--- src/rtl/booth_mult_seq.sv ---
// Sequential radix-2 Booth multiplier with start/busy/done handshake and signed/unsigned operand select.
// Optional BOOTH_SKIP_EN: iterations whose Booth pair is 00/11 shift directly in OP, without visiting SHIFT.
module booth_mult_seq #(
  parameter int WIDTH = 8
) (
  input  logic                 clk,
  input  logic                 reset,
  input  logic                 start,
  input  logic                 op_signed,
  input  logic [WIDTH-1:0]     multiplicand,
  input  logic [WIDTH-1:0]     multiplier,
  output logic                 busy,
  output logic                 done,
  output logic [2*WIDTH-1:0]   product
);

  localparam int N  = WIDTH + 1;
  localparam int CW = $clog2(N + 1);

  typedef enum logic [1:0] {IDLE, OP, SHIFT, DONE} state_t;

  state_t          state;
  logic [N:0]      a;
  logic [N-1:0]    m;
  logic [N-1:0]    q;
  logic            q_m1;
  logic [CW-1:0]   count;

  logic [N:0]      m_ext;
  logic [N:0]      a_arith;
  logic [2*N+1:0]  acc_sh;
  logic            last;

  always_comb begin
    m_ext   = {m[N-1], m};
    a_arith = a;
    unique case ({q[0], q_m1})
      2'b01:   a_arith = a + m_ext;
      2'b10:   a_arith = a - m_ext;
      default: a_arith = a;
    endcase
    // Shift always sees the current A: add/sub results are written back in OP before SHIFT runs.
    acc_sh = {a[N], a, q, q_m1} >> 1;
    last   = (count == CW'(1));
  end

  always_ff @(posedge clk or posedge reset) begin
    if (reset) begin
      state   <= IDLE;
      busy    <= 1'b0;
      done    <= 1'b0;
      product <= '0;
      a       <= '0;
      m       <= '0;
      q       <= '0;
      q_m1    <= 1'b0;
      count   <= '0;
    end else begin
      unique case (state)
        IDLE: begin
          if (start) begin
            m     <= {op_signed & multiplicand[WIDTH-1], multiplicand};
            q     <= {op_signed & multiplier[WIDTH-1], multiplier};
            a     <= '0;
            q_m1  <= 1'b0;
            count <= CW'(N);
            busy  <= 1'b1;
            state <= OP;
          end
        end
        OP: begin
`ifdef BOOTH_SKIP_EN
          if (q[0] ^ q_m1) begin
            a     <= a_arith;
            state <= SHIFT;
          end else begin
            a     <= acc_sh[2*N+1:N+1];
            q     <= acc_sh[N:1];
            q_m1  <= acc_sh[0];
            count <= count - CW'(1);
            if (last) begin
              product <= acc_sh[2*WIDTH:1];
              done    <= 1'b1;
              state   <= DONE;
            end else begin
              state <= OP;
            end
          end
`else
          a     <= a_arith;
          state <= SHIFT;
`endif
        end
        SHIFT: begin
          a     <= acc_sh[2*N+1:N+1];
          q     <= acc_sh[N:1];
          q_m1  <= acc_sh[0];
          count <= count - CW'(1);
          if (last) begin
            product <= acc_sh[2*WIDTH:1];
            done    <= 1'b1;
            state   <= DONE;
          end else begin
            state <= OP;
          end
        end
        DONE: begin
          done  <= 1'b0;
          busy  <= 1'b0;
          state <= IDLE;
        end
        default: state <= IDLE;
      endcase
    end
  end

endmodule

--- config.mk ---
export PLATFORM = sky130hd
export DESIGN_NAME = booth_mult_seq
export DESIGN_NICKNAME = d
export VERILOG_FILES = /design/src/rtl/booth_mult_seq.sv
export SDC_FILE = /design/constraint.sdc
export NUM_CORES = 1
export LEC_CHECK = 0
export ABC_AREA = 1
export CAP_MARGIN = 20
export CELL_PAD_IN_SITES_DETAIL_PLACEMENT = 1
export CELL_PAD_IN_SITES_GLOBAL_PLACEMENT = 1
export CORE_MARGIN = 8
export CORE_UTILIZATION = 35
export DETAILED_ROUTE_END_ITERATION = 12
export GPL_ROUTABILITY_DRIVEN = 0
export PLACE_DENSITY = 0.79
export SKIP_CTS_REPAIR_TIMING = 1
export SLEW_MARGIN = 20
export SYNTH_ARGS = -nofsm -noshare
export SYNTH_HDL_FRONTEND = slang
export SYNTH_SLANG_ARGS = --single-unit
--- constraint.sdc ---
create_clock -name clk -period 4.5 [get_ports clk]
set_clock_uncertainty 0.2 [all_clocks]
set_input_delay 0.9 -clock clk [delete_from_list [all_inputs] [get_ports clk]]
set_output_delay 0.9 -clock clk [all_outputs]
set_load 0.005 [all_outputs]
Word-level counts from Yosys, hierarchy flattened:

Index checks and enable logic that the tools add are counted.

* add/sub/neg operators: 3
* equality and inequality tests: 9
* mux-type cells: 16
* bitwise gates (word level): 3
* reduce and logical (&&, ||, !) cells: 13

Operators with widths (number)
* one-hot mux 10 bit (3 select lines): 1
* one-hot mux 10 bit (2 select lines): 1
* one-hot mux 9 bit (2 select lines): 1
* adder 10 bit: 1
* 2-to-1 mux 10 bit: 1
* AND reduction 2 bit: 5
* subtractor 10 bit: 1
* 2-to-1 mux 9 bit: 1
* one-hot mux 2 bit (4 select lines): 1
* one-hot mux 4 bit (2 select lines): 1
* nonzero test 2 bit: 4
* == test 2 bit, second input constant: 3
* one-hot mux 1 bit (2 select lines): 3
* == test 2 x 1 -> 1 bit, second input constant: 2
* == test 4 x 1 -> 1 bit, second input constant: 1
* 2-to-1 mux 2 bit: 2
* 2-to-1 mux 4 bit: 1
* inequality test 2 bit, second input constant: 2
* AND reduction 4 bit: 1
* subtractor 4 x 1 -> 4 bit, second input constant: 1
* 2-to-1 mux 1 bit: 3
* inequality test 3 x 1 -> 1 bit, second input constant: 1
* AND reduction 3 bit: 1
* nonzero test 3 bit: 1
* other kinds (3): 4

* bits in registers: 53
* input bits: 20
* logic and storage cells: 54

Depth between registers and ports, before layout:

Gate-level depths: netlist of the first run.

* depth in word-level cells: 3
* mapped depth: 20
* depth with buffers taken out: 20

Worst setup path after synthesis of the first run:

No wires, ideal clock.

* path type: register -> register
* start point: reg q_m1
* end point: reg a[6]
* setup time: 116 ps
* arrival: 2162 ps
* required time: 4184 ps
* setup slack: 2021 ps
* stages on the path, launching flop included: 17
* path buffers: 1
* period minus slack after synthesis: 2479 ps
* path through: dfrtp_1 -> inv_1 -> ha_1 -> clkbuf_1 -> inv_1 -> o21ai_0 -> xor2_1 -> inv_1 -> ha_1 -> nand2_1 -> or2_2 -> nand3_1 -> nand2_1 -> nand3_1 -> nand2_1 -> nand2_1 -> nand2_1

* cells in the longest elaborated chain, start to end: 3

RTL lines
* from (decl): line 26 `logic q_m1;`
* from (signal assigned): line 97 `q_m1 <= acc_sh[0];`
* == test 2 bit or == test 2 x 1 -> 1 bit (tied branches): line 37 `unique case ({q[0], q_m1})`
* one-hot mux 10 bit (2 select lines) or inequality test 3 x 1 -> 1 bit (tied branches)
* one-hot mux 10 bit (3 select lines) or AND reduction 3 bit (tied branches)
* to (signal assigned): line 90 `a <= a_arith;`
* to (signal assigned): line 95 `a <= acc_sh[2*N+1:N+1];`
* to (decl): line 23 `logic [N:0] a;`

Parallel ways exist; a longest one is shown, timed or not.
A chain may end at the register's enable or synchronous reset.

Worst setup path in the final report of the first run:

* start point: reg q_m1
* end point: reg a[8]

The elaborated chain is that of the path after synthesis.

==> impl_metrics.env, run 1 <==
export IMPL_antenna_diode_count=0
export IMPL_synth_simple_area_share_pct=21.2
export IMPL_setup_violations_final=0
export IMPL_grt_usage_pct=13.9
export IMPL_regToRegStartpoint="q_m1$_DFFE_PP0P_"
export IMPL_synth_mux_area_share_pct=1.13
export IMPL_ys_seq_area_share_pct=44.3
export IMPL_wl_um=7690
export IMPL_critPathTopFamily="adder cells"
export IMPL_multiInputGateArea_mm2=0.00141
export IMPL_num_nets_final=454
export IMPL_vias_per_cell=5.01
export IMPL_min_path_cells=2
export IMPL_layout_common_cells="nand2_1, inv_1, dfrtp_1"
export IMPL_die_x_um=109
export IMPL_hpwl_um=6130
export IMPL_place_area_mm2=0.00347
export IMPL_ys_async_sr_fraction_pct=100
export IMPL_ys_ff_latch=53
export IMPL_clock_root_buffer="clkbuf_8"
export IMPL_crit_start="q_m1$_DFFE_PP0P_"
export IMPL_min_path_type="reg2reg"
export IMPL_synth_top_family_by_area="simple AND/OR/NAND/NOR gates"
export IMPL_cp_slowest_cell="ha_1"
export IMPL_synthXorXnorAreaFrac_pct=2.63
export IMPL_ys_types=35
export IMPL_die_h_um=109
export IMPL_slew_viol_final=0
export IMPL_maxCapViolations=0
export IMPL_syn_area_mm2=0.00300
export IMPL_clk_pin_slew_ps=100
export IMPL_ant_nets=0
export IMPL_ir_worst_vdd_uv=416
export IMPL_drc=0
export IMPL_drive_above_1_share_pct=4.81
export IMPL_power_per_cell_area_mw_per_mm2=811
export IMPL_dr_pass1_iters=6
export IMPL_ff_latch_area_mm2=0.00133
export IMPL_cts_sinks=53
export IMPL_slowest_delay_ps=390
export IMPL_tightestPinTransition_ps=848
export IMPL_numCtsBuffers=5
export IMPL_grt_pass1_vias=2772
export IMPL_status="finished, final reports clean"
export IMPL_fillers=1019
export IMPL_min_to="product[5]$_DFFE_PP0P_"
export IMPL_p_leak_nw=1.76
export IMPL_synth_compound_area_share_pct=14.2
export IMPL_synth_edf_count=0
export IMPL_initial_core_util_pct=36.3
export IMPL_dieArea_mm2=0.0118
export IMPL_synthAdderAreaFrac_pct=7.77
export IMPL_drt_initial_drc_count=80
export IMPL_hold_violations=0
export IMPL_worstPathMaxFanout=10
export IMPL_rows=33
export IMPL_worstPathRequired_ps=4500
export IMPL_grt_overflow_total=0
export IMPL_ys_warn_count=0
export IMPL_fmax_ghz=0.354
export IMPL_max_slew_margin_pct=43.5
export IMPL_worst_setup_path_start_kind="flip-flop"
export IMPL_cts_tree="done"
export IMPL_crit_type="reg2reg"
export IMPL_timing_critical_path_buf_inv=3
export IMPL_syn_to_final_growth_pct=19.5
export IMPL_syn_area_per_cell_um2=7.90
export IMPL_fin_cells=521
export IMPL_fin_crit_sh_pct=62.7
export IMPL_setup_slack_ps=1680
export IMPL_syn_nets=417
export IMPL_hp_start="product[5]$_DFFE_PP0P_"
export IMPL_min_period_ps=2820
export IMPL_synth_cells=379
export IMPL_timing_rr_end="a[8]$_DFFE_PP0P_"
export IMPL_preCtsSetupSlack_ps=1670
export IMPL_io_buffer_count=37
export IMPL_final_cell_area_mm2=0.00358
export IMPL_core_mm2=0.00826
export IMPL_grt_pass1_wl_um=13300
export IMPL_rsz0062_at_grt="false"
export IMPL_clock_latency_ps=300
export IMPL_final_common_cell="nand2_1"
export IMPL_cp_end_kind="flip-flop"
export IMPL_placed_cells=514
export IMPL_arrival_ps=2820
export IMPL_drt_wirelength_per_cell_um=14.8
export IMPL_synth_flop_cell="dfrtp_1"
export IMPL_rr_worst_depth=15
export IMPL_io_pins=38
export IMPL_grt_start_max_net_pins=32
export IMPL_reg2reg_slack_ps=1680
export IMPL_clk_path_buf_depth=2
export IMPL_vias=2609
export IMPL_setup_tns_final_ps=0
export IMPL_crit_path_cell_trace="inv_1 > ha_1 > inv_1 > o21ai_0 > xor2_1 > inv_1 > ha_1 > a21oi_1 > nor2_1 > nor2_1 > nand3b_1 > nand3_1 > nand2_1 > nand2_1 > nand2_1"
export IMPL_antenna_found_initial=0
export IMPL_htreeDepth=2
export IMPL_total_power_mw=2.90
[cells by family after synthesis]
group           Yosys count
buf+inv                  68
compound gates           75
simple gates            153
fa+ha+maj                18
mux                       3
xor+xnor                  9
flops                    53
[how the worst max path moves through the flow]
| stage | end | slack, ps | cells past startpoint |
|---|---|---|---|
| 3_5_place_dp | a[8]$_DFFE_PP0P_ | 1670 | 15 |
| 2_1_floorplan | a[6]$_DFFE_PP0P_ | 2020 | 16 |
| 6_report | a[8]$_DFFE_PP0P_ | 1680 | 15 |
| 5_1_grt | a[8]$_DFFE_PP0P_ | 1350 | 15 |
| 3_3_place_gp | a[8]$_DFFE_PP0P_ | 1800 | 15 |
| 4_1_cts | a[8]$_DFFE_PP0P_ | 1640 | 15 |
[Yosys cell counts, types with 7 or more instances]
library cell / count / area share [%]
o21ai_1: 13 / 2.2
o211ai_1: 8 / 2.0
inv_1: 57 / 7.1
o22ai_1: 7 / 1.5
nor2_1: 18 / 2.3
dfrtp_1: 53 / 44
xor2_1: 7 / 2.0
ha_1: 17 / 7.1
a21oi_1: 10 / 1.7
nand3_1: 18 / 3.0
o21ai_0: 29 / 4.8
nand2_1: 103 / 13
[worst register-to-register path, cell delays in order (launching register included)]
cell	delay, ps
dfrtp_1	370
inv_1	80
ha_1	390
inv_1	140
o21ai_0	120
xor2_1	180
inv_1	70
ha_1	330
a21oi_1	260
nor2_1	70
nor2_1	130
nand3b_1	90
nand3_1	120
nand2_1	60
nand2_1	60
nand2_1	40
[metrics by stage]
step                utilization, %  hold WS [ps]
global route                  43.4           331
CTS                           43.4           301
finish                        43.4           294
global placement              42.1           267
detailed placement            42.1           277
floorplan                        -           276
[routing by layer]
layer	global-route usage (%)	up-vias	share of wire, %
li1	-	1291	-
met1	17.3	1263	47
met2	24.4	43	48
met3	2.26	12	3.4
met4	3.81	0	1.7
met5	0	-	0
[registers in the layout, summed over array words and instances, names as in the netlist]
signal and count:
q_m1 1, done 1, count 4, q 9, m 9, busy 1
a 10, product 16, state 2
[area by class of cell]
cell class              instances  share of cell area (%)
repair buffers                 40                    11.0
flip-flops and latches         53                    37.0
multi-input cells             258                    39.2
well taps                     105                    3.67
clock buffers                   5                    1.92
clock inverters                 2                    1.08
inverters                      58                    6.08
[power by group]
part           internal [mW]  total (mW)  switching [mW]
Clock                  0.165       0.321           0.156
Combinational          0.680        1.75            1.07
Sequential             0.690       0.831           0.141
Total                   1.53        2.90            1.37
Note: power is estimated with default switching activity, not from simulation.
==> run 2: changes to the inputs <==
--- a/config.mk
+++ b/config.mk
@@ -13,7 +13,7 @@
 export CORE_UTILIZATION = 35
 export DETAILED_ROUTE_END_ITERATION = 12
 export GPL_ROUTABILITY_DRIVEN = 0
-export PLACE_DENSITY = 0.79
+export PLACE_DENSITY = 0.81
 export SKIP_CTS_REPAIR_TIMING = 1
 export SLEW_MARGIN = 20
 export SYNTH_ARGS = -nofsm -noshare
==> constraint.sdc (replaced) <==
create_clock -name clk -period 2.4 [get_ports clk]
set_clock_uncertainty 0.2 [all_clocks]
set_input_delay 0.48 -clock clk [delete_from_list [all_inputs] [get_ports clk]]
set_output_delay 0.48 -clock clk [all_outputs]
set_load 0.005 [all_outputs]
==> run 2 against run 1 <==
  * The flow now finishes with violations (setup timing)
  * Flip-flop and latch count is the same
  * Hold slack got worse by 3.0 ps
  * Design area is 12% higher
  * Global-route usage is 1.1 points higher
  * Sequential power up 90%
  * Clock power grew 68%
  * Maximum frequency rose by 9.0%
  * Worst setup slack got worse by 1900 ps
  * Combinational power grew to 2.8 times the previous value
  * Critical path depth up 5
  * First-iteration DRC count decreased by 10%
  * Sequential share of layout area fell by 4.1 points
  * Critical endpoint is now a[7]$_DFFE_PP0P_
  * Highest routed layer unchanged
==> impl_metrics.env, run 2 (same netlist as run 1, synthesis figures left out) <==
export IMPL_clock_root_buffer="clkbuf_8"
export IMPL_final_common_cell="nand2_1"
export IMPL_antenna_diode_count=0
export IMPL_timing_rr_end="a[7]$_DFFE_PP0P_"
export IMPL_min_path_type="in2async"
export IMPL_cts_sinks=53
export IMPL_grt_usage_pct=15.0
export IMPL_crit_type="reg2reg"
export IMPL_setup_violations_final=8
export IMPL_arrival_ps=2610
export IMPL_hpwl_um=6490
export IMPL_p_leak_nw=1.92
export IMPL_wl_um=9230
export IMPL_grt_util_met2_pct=26.6
export IMPL_die_x_um=109
export IMPL_num_nets_final=482
export IMPL_status="finished with violations"
export IMPL_grt_overflow_total=0
export IMPL_rows=33
export IMPL_ir_worst_vdd_uv=554
export IMPL_drt_initial_drc_count=72
export IMPL_antenna_found_initial=0
export IMPL_vias=2807
export IMPL_reg_top3="product x16, a x10"
export IMPL_maxCapViolations=0
export IMPL_syn_to_final_growth_pct=34.4
export IMPL_largest_reg_flops=16
export IMPL_placed_cells=536
export IMPL_worstPathRequired_ps=2420
export IMPL_use_met3_pct=1.78
export IMPL_worstPathMaxFanout=4
export IMPL_reg2reg_slack_ps=-190
export IMPL_grt_busiest_layer="met2"
export IMPL_cts_tree="done"
export IMPL_rr_worst_depth=20
export IMPL_io_buffer_count=37
export IMPL_grtUsageMet1_pct=18.4
export IMPL_drc=0
export IMPL_grt_start_max_net_pins=32
export IMPL_hold_violations=0
export IMPL_slew_viol_final=0
export IMPL_regToRegStartpoint="m[1]$_DFFE_PP0P_"
export IMPL_fin_cells=550
export IMPL_violations="setup timing"
export IMPL_min_period_ps=2590
export IMPL_dr_pass1_iters=4
export IMPL_max_slew_margin_pct=68.2
export IMPL_final_cell_area_mm2=0.00403
export IMPL_clk_pin_slew_ps=100
export IMPL_fillers=977
export IMPL_drt_wirelength_per_cell_um=16.8
export IMPL_clock_latency_ps=320
export IMPL_initial_core_util_pct=36.3
export IMPL_post_route_util_pct=48.7
export IMPL_place_area_mm2=0.00365
export IMPL_setup_slack_ps=-188
export IMPL_fin_crit_sh_pct=108
export IMPL_io_pins=38
export IMPL_fmax_ghz=0.386
export IMPL_vias_per_cell=5.10
export IMPL_dieArea_mm2=0.0118
export IMPL_die_h_um=109
export IMPL_grt_pass1_wl_um=14100
export IMPL_worst_setup_path_start_kind="flip-flop"
export IMPL_core_mm2=0.00826
export IMPL_clk_path_buf_depth=2
export IMPL_regMostFlops="product"
export IMPL_numCtsBuffers=5
export IMPL_power_per_cell_area_mw_per_mm2=1750
export IMPL_cp_end_kind="flip-flop"
export IMPL_tightestPinTransition_ps=476
export IMPL_drive_above_1_share_pct=20.2
export IMPL_ant_nets=0
export IMPL_grt_pass1_vias=2920
export IMPL_layout_common_cells="nand2_1, dfrtp_1, inv_1"
export IMPL_htreeDepth=2
export IMPL_rsz0062_at_grt="true"
export IMPL_fin_hold_ws_ps=291
-- run 2: cell count changes in the layout (fill, tap and decap cells not counted), moves of 5 or more --
cell / delta
a21oi_1: -7
a21oi_2: +7
buf_4: +26
ha_1: -7
ha_4: +7
inv_1: -5
nand2_1: -7
nand3_1: -5
nor2_1: -5
-- run 2: worst max-delay path by stage --
stage                                 from                to  slack, ps  depth (start not counted)
after floorplan           m[0]$_DFFE_PP0P_  a[9]$_DFFE_PP0P_         20                         18
after global placement    m[0]$_DFFE_PP0P_  a[9]$_DFFE_PP0P_       -160                         18
after detailed placement  m[0]$_DFFE_PP0P_  a[9]$_DFFE_PP0P_       -310                         18
after CTS                 m[0]$_DFFE_PP0P_  a[9]$_DFFE_PP0P_       -330                         18
after global routing      m[0]$_DFFE_PP0P_  a[7]$_DFFE_PP0P_       -460                         20
final                     m[1]$_DFFE_PP0P_  a[7]$_DFFE_PP0P_       -190                         20
-- run 2: area by class of cell --
class                   instances  area [um^2]  share of cell area [%]
clock buffers                   5         68.8                    1.71
clock inverters                 3         25.0                   0.622
inverters                      58          220                    5.47
multi-input cells             258         1630                    40.6
flip-flops and latches         53         1330                    33.0
well taps                     105          131                    3.26
repair buffers                 68          619                    15.4
-- run 2: power by group --
part	internal, mW	total (mW)	switching, mW
Sequential	1.29	1.58	0.286
Combinational	2.17	4.92	2.76
Clock	0.211	0.539	0.327
Total	3.67	7.04	3.37
-- run 2: critical path, cell delays in order (launching register included) --
cell and delay [ps]:
dfrtp_1 410, inv_2 90, ha_4 140, inv_4 40, nor2_4 110, inv_2 60
nor2_4 110, nand2_1 60, nand2_1 80, xor2_1 140, inv_1 100, ha_4 310
nand2_2 80, nor2_1 120, nor2_1 70, nand2_1 60, nand2_1 50, nand3_1 80
nand2_1 70, nand2_1 60, nand2_1 50
-- run 2: metal layers --
layer / wire length (um) / up-vias
met5: 0 / -
met4: 233 / 0
met3: 267 / 20
met2: 4720 / 56
met1: 4010 / 1385
li1: - / 1346
-- run 2: per-stage QoR --
step	setup TNS (ps)	setup WS, ps	total power [mW]
3_3_place_gp	-341	-161	5.12
6_report	-1050	-188	7.04
4_1_cts	-1520	-330	5.95
2_1_floorplan	0	23.8	3.84
3_5_place_dp	-1390	-308	5.36
5_1_grt	-2360	-462	7.57
